**src/rtl/j1_dbus_uart_pkg.sv**
```systemverilog
`default_nettype none
// ============================================================================
// Module   : j1_dbus_uart_pkg
// Purpose  : Register offsets, STATUS bit positions and UART state type
// Revision : 1.0 - initial release
// ============================================================================
package j1_dbus_uart_pkg;

    localparam logic [1:0] REG_DATA   = 2'd0;
    localparam logic [1:0] REG_STATUS = 2'd1;
    localparam logic [1:0] REG_DIV    = 2'd2;

    localparam int ST_TX_IDLE  = 0;
    localparam int ST_TX_FULL  = 1;
    localparam int ST_RX_VALID = 2;
    localparam int ST_RX_FULL  = 3;
    localparam int ST_TX_DROP  = 4;
    localparam int ST_RX_OVR   = 5;

    localparam logic [15:0] DIV_MIN       = 16'd4;
    localparam logic [15:0] RX_EMPTY_WORD = 16'h8000;

    typedef enum logic [1:0] {
        US_IDLE  = 2'd0,
        US_START = 2'd1,
        US_DATA  = 2'd2,
        US_STOP  = 2'd3
    } uart_state_t;

    function automatic logic [15:0] clamp_div(input logic [15:0] v);
        return (v < DIV_MIN) ? DIV_MIN : v;
    endfunction

endpackage
`default_nettype wire

```
**src/rtl/if_dbus.sv**
```systemverilog
`default_nettype none
// ============================================================================
// Module   : if_dbus
// Purpose  : J1 data-bus: word address, read/write strobes, write/read data
// Revision : 1.0 - initial release
// ============================================================================
interface if_dbus;
    logic [15:0] adr;
    logic        re;
    logic        we;
    logic [15:0] dat_o;
    logic [15:0] dat_i;

    modport master (output adr, output re, output we, output dat_o, input dat_i);
    modport slave  (input adr, input re, input we, input dat_o, output dat_i);
endinterface
`default_nettype wire

```
**src/rtl/j1_dbus_uart_sync_fifo.sv**
```systemverilog
`default_nettype none
// ============================================================================
// Module   : sync_fifo
// Purpose  : Show-ahead synchronous FIFO with wrap-bit full/empty detection
// Revision : 1.0 - initial release
// ============================================================================
module sync_fifo #(
    parameter int WIDTH = 8,
    parameter int DEPTH = 16
) (
    input  logic             clk,
    input  logic             reset_n,
    input  logic             push,
    input  logic             pop,
    input  logic [WIDTH-1:0] din,
    output logic [WIDTH-1:0] dout,
    output logic             full,
    output logic             empty
);
    localparam int AW = $clog2(DEPTH);

    logic [AW:0]      wr_ptr_q, wr_ptr_d;
    logic [AW:0]      rd_ptr_q, rd_ptr_d;
    logic [WIDTH-1:0] mem_q [DEPTH];
    logic             do_push, do_pop;

    // A pop frees the slot on the same edge, so a full FIFO still accepts a push.
    always_comb begin
        empty    = (wr_ptr_q == rd_ptr_q);
        full     = (wr_ptr_q[AW] != rd_ptr_q[AW]) && (wr_ptr_q[AW-1:0] == rd_ptr_q[AW-1:0]);
        do_pop   = pop & ~empty;
        do_push  = push & (~full | do_pop);
        wr_ptr_d = wr_ptr_q + {{AW{1'b0}}, do_push};
        rd_ptr_d = rd_ptr_q + {{AW{1'b0}}, do_pop};
        dout     = mem_q[rd_ptr_q[AW-1:0]];
    end

    always_ff @(posedge clk or negedge reset_n) begin
        if (!reset_n) begin
            wr_ptr_q <= '0;
            rd_ptr_q <= '0;
        end else begin
            wr_ptr_q <= wr_ptr_d;
            rd_ptr_q <= rd_ptr_d;
        end
    end

    always_ff @(posedge clk) begin
        if (do_push) begin
            mem_q[wr_ptr_q[AW-1:0]] <= din;
        end
    end
endmodule
`default_nettype wire

```
**src/rtl/j1_dbus_uart.sv**
```systemverilog
`default_nettype none
// ============================================================================
// Module   : j1_dbus_uart
// Purpose  : Memory-mapped 8N1 UART with TX/RX FIFOs on the J1 data bus
// Revision : 1.0 - initial release
// ============================================================================
module j1_dbus_uart
    import j1_dbus_uart_pkg::*;
#(
    parameter logic [15:0] BASE_ADR   = 16'h7FF0,
    parameter int          FIFO_DEPTH = 16,
    parameter logic [15:0] DIV_RESET  = 16'd434
) (
    input  logic   clk,
    input  logic   reset_n,
    if_dbus.slave  dbus,
    output logic   txd,
    input  logic   rxd
);
    logic        sel, rd_en, wr_en;
    logic [1:0]  off;
    logic        tx_push, tx_pop, tx_full, tx_empty;
    logic [7:0]  tx_dout;
    logic        rx_push, rx_pop, rx_full, rx_empty;
    logic [7:0]  rx_dout;
    logic [15:0] status_w;

    logic [15:0] div_q, div_d;
    logic [15:0] dat_i_q, dat_i_d;
    logic        tx_drop_q, tx_drop_d;
    logic        rx_ovr_q, rx_ovr_d;

    uart_state_t tx_state_q;
    logic [15:0] tx_div_q, tx_cnt_q;
    logic [2:0]  tx_bit_q;
    logic [7:0]  tx_shift_q;
    logic        txd_q, tx_cnt_done;

    uart_state_t rx_state_q;
    logic [15:0] rx_div_q, rx_cnt_q;
    logic [2:0]  rx_bit_q;
    logic [7:0]  rx_shift_q;
    logic        rx_s1_q, rx_s2_q, rx_prev_q, rx_cnt_done;

    assign sel     = (dbus.adr[15:2] == BASE_ADR[15:2]);
    assign off     = dbus.adr[1:0];
    assign rd_en   = dbus.re & sel;
    assign wr_en   = dbus.we & sel;
    assign tx_push = wr_en & (off == REG_DATA);
    assign rx_pop  = rd_en & (off == REG_DATA);

    assign tx_cnt_done = (tx_cnt_q == 16'd1);
    assign rx_cnt_done = (rx_cnt_q == 16'd1);
    // The shifter takes a byte from IDLE, or straight from the end of STOP for gapless frames.
    assign tx_pop  = ~tx_empty & ((tx_state_q == US_IDLE) || ((tx_state_q == US_STOP) && tx_cnt_done));
    assign rx_push = (rx_state_q == US_STOP) & rx_cnt_done & rx_s2_q;

    assign txd       = txd_q;
    assign dbus.dat_i = dat_i_q;

    sync_fifo #(.WIDTH(8), .DEPTH(FIFO_DEPTH)) u_tx_fifo (
        .clk(clk), .reset_n(reset_n), .push(tx_push), .pop(tx_pop),
        .din(dbus.dat_o[7:0]), .dout(tx_dout), .full(tx_full), .empty(tx_empty)
    );

    sync_fifo #(.WIDTH(8), .DEPTH(FIFO_DEPTH)) u_rx_fifo (
        .clk(clk), .reset_n(reset_n), .push(rx_push), .pop(rx_pop),
        .din(rx_shift_q), .dout(rx_dout), .full(rx_full), .empty(rx_empty)
    );

    always_comb begin
        status_w              = '0;
        status_w[ST_TX_IDLE]  = tx_empty & (tx_state_q == US_IDLE);
        status_w[ST_TX_FULL]  = tx_full;
        status_w[ST_RX_VALID] = ~rx_empty;
        status_w[ST_RX_FULL]  = rx_full;
        status_w[ST_TX_DROP]  = tx_drop_q;
        status_w[ST_RX_OVR]   = rx_ovr_q;

        div_d     = div_q;
        dat_i_d   = dat_i_q;
        tx_drop_d = tx_drop_q;
        rx_ovr_d  = rx_ovr_q;

        if (wr_en && (off == REG_DIV)) begin
            div_d = clamp_div(dbus.dat_o);
        end
        if (wr_en && (off == REG_STATUS)) begin
            if (dbus.dat_o[ST_TX_DROP]) tx_drop_d = 1'b0;
            if (dbus.dat_o[ST_RX_OVR])  rx_ovr_d  = 1'b0;
        end
        // A new overflow in the same cycle as a clear wins.
        if (tx_push && tx_full && !tx_pop) tx_drop_d = 1'b1;
        if (rx_push && rx_full && !rx_pop) rx_ovr_d  = 1'b1;

        if (rd_en) begin
            case (off)
                REG_DATA:   dat_i_d = rx_empty ? RX_EMPTY_WORD : {8'h00, rx_dout};
                REG_STATUS: dat_i_d = status_w;
                REG_DIV:    dat_i_d = div_q;
                default:    dat_i_d = 16'h0000;
            endcase
        end
    end

    always_ff @(posedge clk or negedge reset_n) begin
        if (!reset_n) begin
            div_q     <= DIV_RESET;
            dat_i_q   <= 16'h0000;
            tx_drop_q <= 1'b0;
            rx_ovr_q  <= 1'b0;
        end else begin
            div_q     <= div_d;
            dat_i_q   <= dat_i_d;
            tx_drop_q <= tx_drop_d;
            rx_ovr_q  <= rx_ovr_d;
        end
    end

    always_ff @(posedge clk or negedge reset_n) begin
        if (!reset_n) begin
            tx_state_q <= US_IDLE;
            tx_div_q   <= DIV_RESET;
            tx_cnt_q   <= 16'd1;
            tx_bit_q   <= 3'd0;
            tx_shift_q <= 8'h00;
            txd_q      <= 1'b1;
        end else begin
            case (tx_state_q)
                US_IDLE, US_STOP: begin
                    if ((tx_state_q == US_STOP) && !tx_cnt_done) begin
                        tx_cnt_q <= tx_cnt_q - 16'd1;
                    end else if (tx_pop) begin
                        tx_state_q <= US_START;
                        tx_div_q   <= div_q;
                        tx_cnt_q   <= div_q;
                        tx_shift_q <= tx_dout;
                        txd_q      <= 1'b0;
                    end else begin
                        tx_state_q <= US_IDLE;
                    end
                end
                US_START: begin
                    if (tx_cnt_done) begin
                        tx_state_q <= US_DATA;
                        tx_cnt_q   <= tx_div_q;
                        tx_bit_q   <= 3'd0;
                        txd_q      <= tx_shift_q[0];
                        tx_shift_q <= {1'b0, tx_shift_q[7:1]};
                    end else begin
                        tx_cnt_q <= tx_cnt_q - 16'd1;
                    end
                end
                US_DATA: begin
                    if (tx_cnt_done) begin
                        tx_cnt_q <= tx_div_q;
                        if (tx_bit_q == 3'd7) begin
                            tx_state_q <= US_STOP;
                            txd_q      <= 1'b1;
                        end else begin
                            tx_bit_q   <= tx_bit_q + 3'd1;
                            txd_q      <= tx_shift_q[0];
                            tx_shift_q <= {1'b0, tx_shift_q[7:1]};
                        end
                    end else begin
                        tx_cnt_q <= tx_cnt_q - 16'd1;
                    end
                end
                default: tx_state_q <= US_IDLE;
            endcase
        end
    end

    always_ff @(posedge clk or negedge reset_n) begin
        if (!reset_n) begin
            rx_s1_q    <= 1'b1;
            rx_s2_q    <= 1'b1;
            rx_prev_q  <= 1'b1;
            rx_state_q <= US_IDLE;
            rx_div_q   <= DIV_RESET;
            rx_cnt_q   <= 16'd1;
            rx_bit_q   <= 3'd0;
            rx_shift_q <= 8'h00;
        end else begin
            rx_s1_q   <= rxd;
            rx_s2_q   <= rx_s1_q;
            rx_prev_q <= rx_s2_q;
            case (rx_state_q)
                US_IDLE: begin
                    if (rx_prev_q && !rx_s2_q) begin
                        rx_state_q <= US_START;
                        rx_div_q   <= div_q;
                        rx_cnt_q   <= {1'b0, div_q[15:1]};
                    end
                end
                US_START: begin
                    // Half a bit in: a line already back high was only a glitch.
                    if (rx_cnt_done) begin
                        if (rx_s2_q) begin
                            rx_state_q <= US_IDLE;
                        end else begin
                            rx_state_q <= US_DATA;
                            rx_cnt_q   <= rx_div_q;
                            rx_bit_q   <= 3'd0;
                        end
                    end else begin
                        rx_cnt_q <= rx_cnt_q - 16'd1;
                    end
                end
                US_DATA: begin
                    if (rx_cnt_done) begin
                        rx_shift_q <= {rx_s2_q, rx_shift_q[7:1]};
                        rx_cnt_q   <= rx_div_q;
                        if (rx_bit_q == 3'd7) begin
                            rx_state_q <= US_STOP;
                        end else begin
                            rx_bit_q <= rx_bit_q + 3'd1;
                        end
                    end else begin
                        rx_cnt_q <= rx_cnt_q - 16'd1;
                    end
                end
                US_STOP: begin
                    if (rx_cnt_done) begin
                        rx_state_q <= US_IDLE;
                    end else begin
                        rx_cnt_q <= rx_cnt_q - 16'd1;
                    end
                end
                default: rx_state_q <= US_IDLE;
            endcase
        end
    end
endmodule
`default_nettype wire

```
**src/flat_wrapper.sv**
```systemverilog
// flat-port wrapper written by rule: the top's interface ports become plain ports
module j1_dbus_uart_flat import j1_dbus_uart_pkg::*;
#(
    parameter logic [15:0] BASE_ADR   = 16'h7FF0,
    parameter int          FIFO_DEPTH = 16,
    parameter logic [15:0] DIV_RESET  = 16'd434
)
  (clk, reset_n, txd, rxd, dbus_adr, dbus_re, dbus_we, dbus_dat_o, dbus_dat_i);
  if_dbus dbus_i ();
  input  logic clk;
  input  logic reset_n;
  output logic txd;
  input  logic rxd;
  input wire logic [$bits(dbus_i.adr)-1:0] dbus_adr;
  input wire logic [$bits(dbus_i.re)-1:0] dbus_re;
  input wire logic [$bits(dbus_i.we)-1:0] dbus_we;
  input wire logic [$bits(dbus_i.dat_o)-1:0] dbus_dat_o;
  output wire logic [$bits(dbus_i.dat_i)-1:0] dbus_dat_i;
  assign dbus_i.adr = dbus_adr;
  assign dbus_i.re = dbus_re;
  assign dbus_i.we = dbus_we;
  assign dbus_i.dat_o = dbus_dat_o;
  assign dbus_dat_i = dbus_i.dat_i;
  j1_dbus_uart #(.BASE_ADR(BASE_ADR), .FIFO_DEPTH(FIFO_DEPTH), .DIV_RESET(DIV_RESET)) u_core (.clk(clk), .reset_n(reset_n), .dbus(dbus_i), .txd(txd), .rxd(rxd));
endmodule
```
**config.mk**
```make
export PLATFORM = sky130hd
export DESIGN_NAME = j1_dbus_uart_flat
export DESIGN_NICKNAME = d
export VERILOG_FILES = /design/src/rtl/j1_dbus_uart_pkg.sv /design/src/rtl/if_dbus.sv /design/src/rtl/j1_dbus_uart_sync_fifo.sv /design/src/rtl/j1_dbus_uart.sv /design/src/flat_wrapper.sv
export SDC_FILE = /design/constraint.sdc
export NUM_CORES = 1
export LEC_CHECK = 0
export CORE_ASPECT_RATIO = 1.25
export CORE_UTILIZATION = 56
export DETAILED_ROUTE_END_ITERATION = 6
export HOLD_SLACK_MARGIN = 0.02
export PLACE_DENSITY = 0.76
export SYNTH_ARGS = -nofsm -noshare
export SYNTH_HDL_FRONTEND = slang
export SYNTH_SLANG_ARGS = --single-unit
```
**constraint.sdc**
```tcl
create_clock -name clk -period 3.6 [get_ports clk]
set_clock_uncertainty 0.2 [all_clocks]
set_input_delay 0.54 -clock clk [delete_from_list [all_inputs] [get_ports clk]]
set_output_delay 0.54 -clock clk [all_outputs]
set_load 0.05 [all_outputs]
```
# Yosys cells after proc, flatten, opt, wreduce, memory -nomap -nowiden
# Memories as Yosys holds them, arrays and structs flattened.
# Index checks and enable logic that the tools add are counted.
[classes] eq_ne=35 magnitude_cmp=1 n_reduce_logical=39 add_sub_neg=8 bitwise=19 mux=57
[ops] cell="16-bit 2-to-1 mux" count=10
[ops] cell="16-bit one-hot mux with 4 select lines" count=1
[ops] cell="16-bit one-hot mux with 3 select lines" count=1
[ops] cell="8-bit 2-to-1 mux" count=5
[ops] cell="16-bit by 1-bit equality test with 1-bit output, second input constant" count=2
[ops] cell="16-bit one-hot mux with 2 select lines" count=1
[ops] cell="16-bit by 1-bit subtractor with 16-bit output, second input constant" count=2
[ops] cell="8-bit one-hot mux with 3 select lines" count=1
[ops] cell="3-bit 2-to-1 mux" count=7
[ops] cell="5-bit by 1-bit adder with 5-bit output" count=4
[ops] cell="2-bit 2-to-1 mux" count=10
[ops] cell="2-bit by 1-bit inequality test with 1-bit output, second input constant" count=9
[ops] cell="16-bit by 3-bit less-than comparator with 1-bit output, second input constant" count=1
[ops] cell="1-bit 2-to-1 mux" count=16
[ops] cell="5-bit AND reduction" count=3
[ops] cell="14-bit by 13-bit equality test with 1-bit output, second input constant" count=1
[ops] cell="1-bit AND" count=12
[ops] cell="3-bit one-hot mux with 2 select lines" count=2
[ops] cell="4-bit AND reduction" count=3
[ops] cell="2-bit nonzero test" count=6
[ops] cell="1-bit logical AND" count=11
[ops] cell="2-bit equality test, second input constant" count=5
[ops] cell="5-bit equality test" count=2
[ops] cell="2-bit inequality test, second input constant" count=5
[ops] cell="other kinds (18)" count=39
[word_totals] ff_bits=148 in_bits=37 memories=2 mem_bits_rw=256 output_inout_bits=17
[memory_table] name="u_core.u_rx_fifo.mem_q" depth=16 word_bits=8 rd=1 rd_clocked_by_memory_dff=0 wr=1 line_no="j1_dbus_uart_sync_fifo.sv:24" text="logic [WIDTH-1:0] mem_q [DEPTH];"
[memory_table] name="u_core.u_tx_fifo.mem_q" depth=16 word_bits=8 rd=1 rd_clocked_by_memory_dff=0 wr=1 line_no="j1_dbus_uart_sync_fifo.sv:24"

# Longest topological paths before layout
# Gate-level depths: netlist of the first run.
[logic_depth] word_depth=9 ltp_mapped=14 ltp_nobuf=11

# Modules after synthesis
# Synthesis of the first run repeated with hierarchy kept, for this count alone.
[hier_totals] cells_unflattened=1341 hier_area_um2=18438.9
[modules_own_cells] module="j1_dbus_uart" cells_each=732 n_inst=1 area_per_inst_um2=7061.8
[modules_own_cells] module="sync_fifo at u_core.u_rx_fifo" cells_each=289 n_inst=1 area_per_inst_um2=5719.2
[modules_own_cells] module="sync_fifo at u_core.u_tx_fifo" cells_each=320 n_inst=1 area_per_inst_um2=5657.9

# Worst setup path before layout of the first run
# OpenSTA, ideal clock, no wires.
[synth_path] path_kind="reg2reg" start="register u_core.rx_cnt_q[0]" end="memory u_core.u_rx_fifo.mem_q[0][0] (enable)" path_slack_ps=18 setup_time_ps=398 stages_incl_launch_ff=7 path_buffers=0 arrival_ps=2985 t_required_ps=3002 path_cell_list="dfstp_2 > ha_1 > or4b_1 > nor4_4 > and3_1 > nand2_1 > nor4b_1"
[synth_between] elab_chain_cells=6
[synth_rtl] element="from (decl)" line_no="j1_dbus_uart.sv:40" text="logic [15:0] rx_div_q, rx_cnt_q;"
[synth_rtl] element="from (signal assigned)" line_no="j1_dbus_uart.sv:193" text="rx_cnt_q <= {1'b0, div_q[15:1]};"
[synth_rtl] element="from (signal assigned)" line_no="j1_dbus_uart.sv:203" text="rx_cnt_q <= rx_div_q;"
[synth_rtl] element="from (signal assigned)" line_no="j1_dbus_uart.sv:207" text="rx_cnt_q <= rx_cnt_q - 16'd1;"
[synth_rtl] element="16-bit by 1-bit equality test with 1-bit output" line_no="j1_dbus_uart.sv:53" text="assign rx_cnt_done = (rx_cnt_q == 16'd1);"
[synth_rtl] element="1-bit AND (2 in a row)" line_no="j1_dbus_uart.sv:56" text="assign rx_push = (rx_state_q == US_STOP) & rx_cnt_done & rx_s2_q;"
[synth_rtl] element="1-bit AND" line_no="j1_dbus_uart_sync_fifo.sv:32" text="do_push = push & (~full | do_pop);"
[synth_rtl] element="1-bit 2-to-1 mux" line_no="j1_dbus_uart_sync_fifo.sv:49" text="if (do_push) begin"
[synth_rtl] element="1-bit 2-to-1 mux (not written as such)" line_no="j1_dbus_uart_sync_fifo.sv:50" text="mem_q[wr_ptr_q[AW-1:0]] <= din;"
[synth_rtl] element="to (decl)" line_no="j1_dbus_uart_sync_fifo.sv:24"
# Every way passes these cells.

# Worst setup path in the final report of the first run
[layout_path] start="register u_core.tx_cnt_q[0]" end="memory u_core.u_tx_fifo.mem_q[13][5] (enable)"
[layout_between] elab_chain_cells=9
[layout_rtl] element="from (decl)" line_no="j1_dbus_uart.sv:34" text="logic [15:0] tx_div_q, tx_cnt_q;"
[layout_rtl] element="from (signal assigned)" line_no="j1_dbus_uart.sv:132" text="tx_cnt_q <= tx_cnt_q - 16'd1;"
[layout_rtl] element="from (signal assigned)" line_no="j1_dbus_uart.sv:136" text="tx_cnt_q <= div_q;"
[layout_rtl] element="from (signal assigned)" line_no="j1_dbus_uart.sv:146" text="tx_cnt_q <= tx_div_q;"
[layout_rtl] element="16-bit by 1-bit equality test with 1-bit output" line_no="j1_dbus_uart.sv:52" text="assign tx_cnt_done = (tx_cnt_q == 16'd1);"
[layout_rtl] element="1-bit logical AND" line_no="j1_dbus_uart.sv:55" text="assign tx_pop = ~tx_empty & ((tx_state_q == US_IDLE) || ((tx_state_q == US_STOP) && tx_cnt_done));"
[layout_rtl] element="1-bit logical OR" line_no="j1_dbus_uart.sv:55"
[layout_rtl] element="1-bit AND" line_no="j1_dbus_uart.sv:55"
[layout_rtl] element="1-bit AND" line_no="j1_dbus_uart_sync_fifo.sv:31" text="do_pop = pop & ~empty;"
[layout_rtl] element="1-bit OR" line_no="j1_dbus_uart_sync_fifo.sv:32"
[layout_rtl] element="1-bit AND" line_no="j1_dbus_uart_sync_fifo.sv:32"
[layout_rtl] element="1-bit 2-to-1 mux" line_no="j1_dbus_uart_sync_fifo.sv:49"
[layout_rtl] element="1-bit 2-to-1 mux (not written as such)" line_no="j1_dbus_uart_sync_fifo.sv:50"
[layout_rtl] element="to (decl)" line_no="j1_dbus_uart_sync_fifo.sv:24"
# Every way passes these cells.

==> results of run 1 <==
[flip-flops by register name, summed over array words and instances (netlist names), 8 cells and up, named ones only]
name                    flops
u_core.dbus.dat_i          16
u_core.div_q               16
u_core.rx_cnt_q            16
u_core.rx_div_q            16
u_core.rx_shift_q           8
u_core.tx_cnt_q            16
u_core.tx_div_q            16
u_core.tx_shift_q           8
u_core.u_rx_fifo.mem_q    128
u_core.u_tx_fifo.mem_q    128
[power by group]
| part | total (mW) | switching (mW) | internal, mW |
|---|---|---|---|
| sequential | 5.50 | 0.298 | 5.20 |
| clock | 4.27 | 1.85 | 2.42 |
| combinational | 3.88 | 2.21 | 1.66 |
[per-stage QoR]
| stage | utilization, % | hold slack (ns) | power (mW) | instances |
|---|---|---|---|---|
| after global routing | 66.0 | 0.158 | 14.3 | 1755 |
| final | 66.0 | 0.157 | 13.6 | 1755 |
| after floorplan | - | 0.0444 | 8.42 | 1215 |
| after CTS | 66.0 | 0.154 | 13.7 | 1755 |
| after global placement | 61.6 | 0.147 | 9.32 | 1681 |
| after detailed placement | 61.6 | 0.148 | 9.44 | 1681 |
[critical path, stage by stage (launching register included)]
cell      delay [ns]
dfstp_2         0.58
ha_1            0.18
nor4b_2         0.26
and4_1          0.29
o221ai_2        0.18
a211o_1         0.49
buf_4           0.23
nor3_1          0.26
buf_4           0.22
[cells by family (layout without fill, tap and decap cells)]
family	count (synthesis)	count (layout)	share of synthesized area, %
DFF	404	404	64.0
and+or+nand+nor	273	273	8.14
AOI/OAI and AO/OA	213	213	8.46
muxes	151	151	13.4
buffers and inverters	112	245	2.50
xor gates and xnor gates	37	37	1.82
adders and majority gates	25	25	1.75
[worst paths after layout]
path	from	to	slack (ns)	cells after the start
max	u_core.tx_cnt_q[0]	u_core.u_tx_fifo.mem_q[13][5]	0.43	8
max in group asynchronous	reset_n	u_core.div_q[7]	2.00	3
min	u_core.rx_s1_q	u_core.rx_s2_q	0.16	0
max reg2reg	u_core.tx_cnt_q[0]	u_core.u_tx_fifo.mem_q[13][5]	0.43	8
min reg2reg	u_core.rx_s1_q	u_core.rx_s2_q	0.16	0
min in group asynchronous	reset_n	u_core.rx_cnt_q[10]	0.40	2
[layout make-up]
class                   count  area (um^2)  share of cell area [%]
clock buffers              49         1050                    5.13
repair buffers            131         1130                    5.51
flip-flops and latches    404        11400                    55.5
inverters                  41          154                   0.748
well taps                 407          509                    2.48
multi-input cells         699         5990                    29.1
clock inverters            24          307                    1.49
[placed cells by master (no fill, tap or decap), types with 8 or more instances in the layout]
master,synthesis,layout
clkdlybuf4s50_1,0,52
inv_1,41,41
clkbuf_16,0,40
nor3_1,20,20
clkinv_2,0,12
o221ai_1,10,10
o21ai_1,9,9
a221oi_1,8,8
dfstp_2,21,21
xnor2_1,22,22
nand2b_1,11,11
mux2_2,60,60
a31oi_1,21,21
o211ai_1,9,9
a21oi_1,33,33
ha_1,25,25
a22o_1,14,14
buf_4,0,76
or4_1,8,8
o21ai_0,37,37
dfrtp_1,127,125
mux2i_1,27,27
nor4_1,21,21
xor2_1,15,15
mux4_2,64,64
nand4_1,13,13
nor2_1,52,52
nand2_1,80,80
edfxtp_1,256,256
nand3_1,19,19
[metal layers]
layer | global-route usage (%) | share of wire, % | vias to the layer above
li1 | - | - | 4928
met1 | 33.6 | 39 | 5661
met2 | 44.8 | 51 | 457
met3 | 4.56 | 6.6 | 107
met4 | 10.4 | 3.6 | 0
met5 | 0 | 0 | -
==> impl_metrics.json, run 1 <==
{
  "outcome": "finished clean",
  "required_ns": 3.68,
  "clock-sinks": 404,
  "fp.dieH_um": 202,
  "clock_latency_ns": 0.58,
  "root_buffer": "clkbuf_16",
  "wirelength_mm": 41.6,
  "drt_first_pass_iters": 6,
  "fmax_mhz": 315,
  "post-route-period-util_pct": 88.1,
  "worst_setup_path_end_kind": "register",
  "cts_tree": "yes",
  "p_leak_nw": 7.52,
  "drv_cap": 0,
  "grt_max_degree": 92,
  "arrival_ns": 3.25,
  "crit_fanout": 13,
  "setup_viol": 0,
  "hpwl_mm": 27.5,
  "netlist_top_cells_area": "edfxtp_1, dfrtp_1, mux4_2",
  "fin_ws_ns": 0.430,
  "cts_buffers": 40,
  "synthFlopType": "edfxtp_1",
  "cts_resized": 0,
  "hold_violations": 0,
  "drv_slew": 0,
  "grt_pass1_wl_mm": 65.5,
  "ctsHoldBuffers": 1,
  "grt-ovfl-total": 0,
  "async_flop_share_pct": 36.6,
  "areaGrowthSynthToFinish_pct": 15.2,
  "htree_levels": 2,
  "core_area_um2": 31200,
  "dpl-instance-area_um2": 19200,
  "final_area_um2": 20600,
  "relSlewSlack_pct": 32.7,
  "synth_common_cells": "edfxtp_1, dfrtp_1, nand2_1",
  "drc": 0,
  "fin_nets": 1379,
  "vias_per_cell": 6.35,
  "preCtsSetupSlack_ns": 0.213,
  "diodes": 0,
  "worst-setup-path-type": "register to register",
  "fillers": 2192,
  "cts_buffer_depth": 3,
  "grt_pass1_vias": 11434,
  "synthCells": 1215,
  "worstMarginPinSlew_ns": 1.01,
  "start_kind": "register",
  "rsz0062_at_grt": "no",
  "synth_top_cell_by_area": "edfxtp_1",
  "wire_per_inst_um": 23.7,
  "syn-num-nets": 1277,
  "gr-usage-all-layers_pct": 26.4,
  "ys_seq_area_share_pct": 64.0,
  "synth-edff-count": 256,
  "synth.avg_cell_area_um2": 14.7,
  "hp-class": "register to register",
  "vias": 11153,
  "post_cts_buffers": 0,
  "antenna_found_initial": 0,
  "die-area_um2": 32600,
  "drive_gt1_share_pct": 23.1,
  "syn-cell-area_um2": 17900,
  "yosysWarnings": 0,
  "synth_top_area_share_pct": 43.1,
  "p_per_area_nw_per_um2": 663,
  "ios": 54,
  "drt_iter0_drc": 1271,
  "synth_most_common_cell": "edfxtp_1",
  "finalSetupTns_ns": 0,
  "path_clk_slew_ns": 0.07,
  "final.min_clock_period_ns": 3.17,
  "start_util_pct": 57.3,
  "ant_nets": 0,
  "die_w_um": 162,
  "port_buffers": 53,
  "num_rows": 72,
  "vdd_drop_max_mv": 0.497,
  "ys_ff_latch": 404,
  "synth.distinct_cells": 82,
  "place.gp.congestion": 0.839
}
Power figures use the tool's default switching activity.
==> run 2: changes to the inputs <==
SKIP_CTS_REPAIR_TIMING = 1   (was not set)
==> results of run 2 <==
Same layout as run 1: the final DEF is identical, and so are final timing and power.
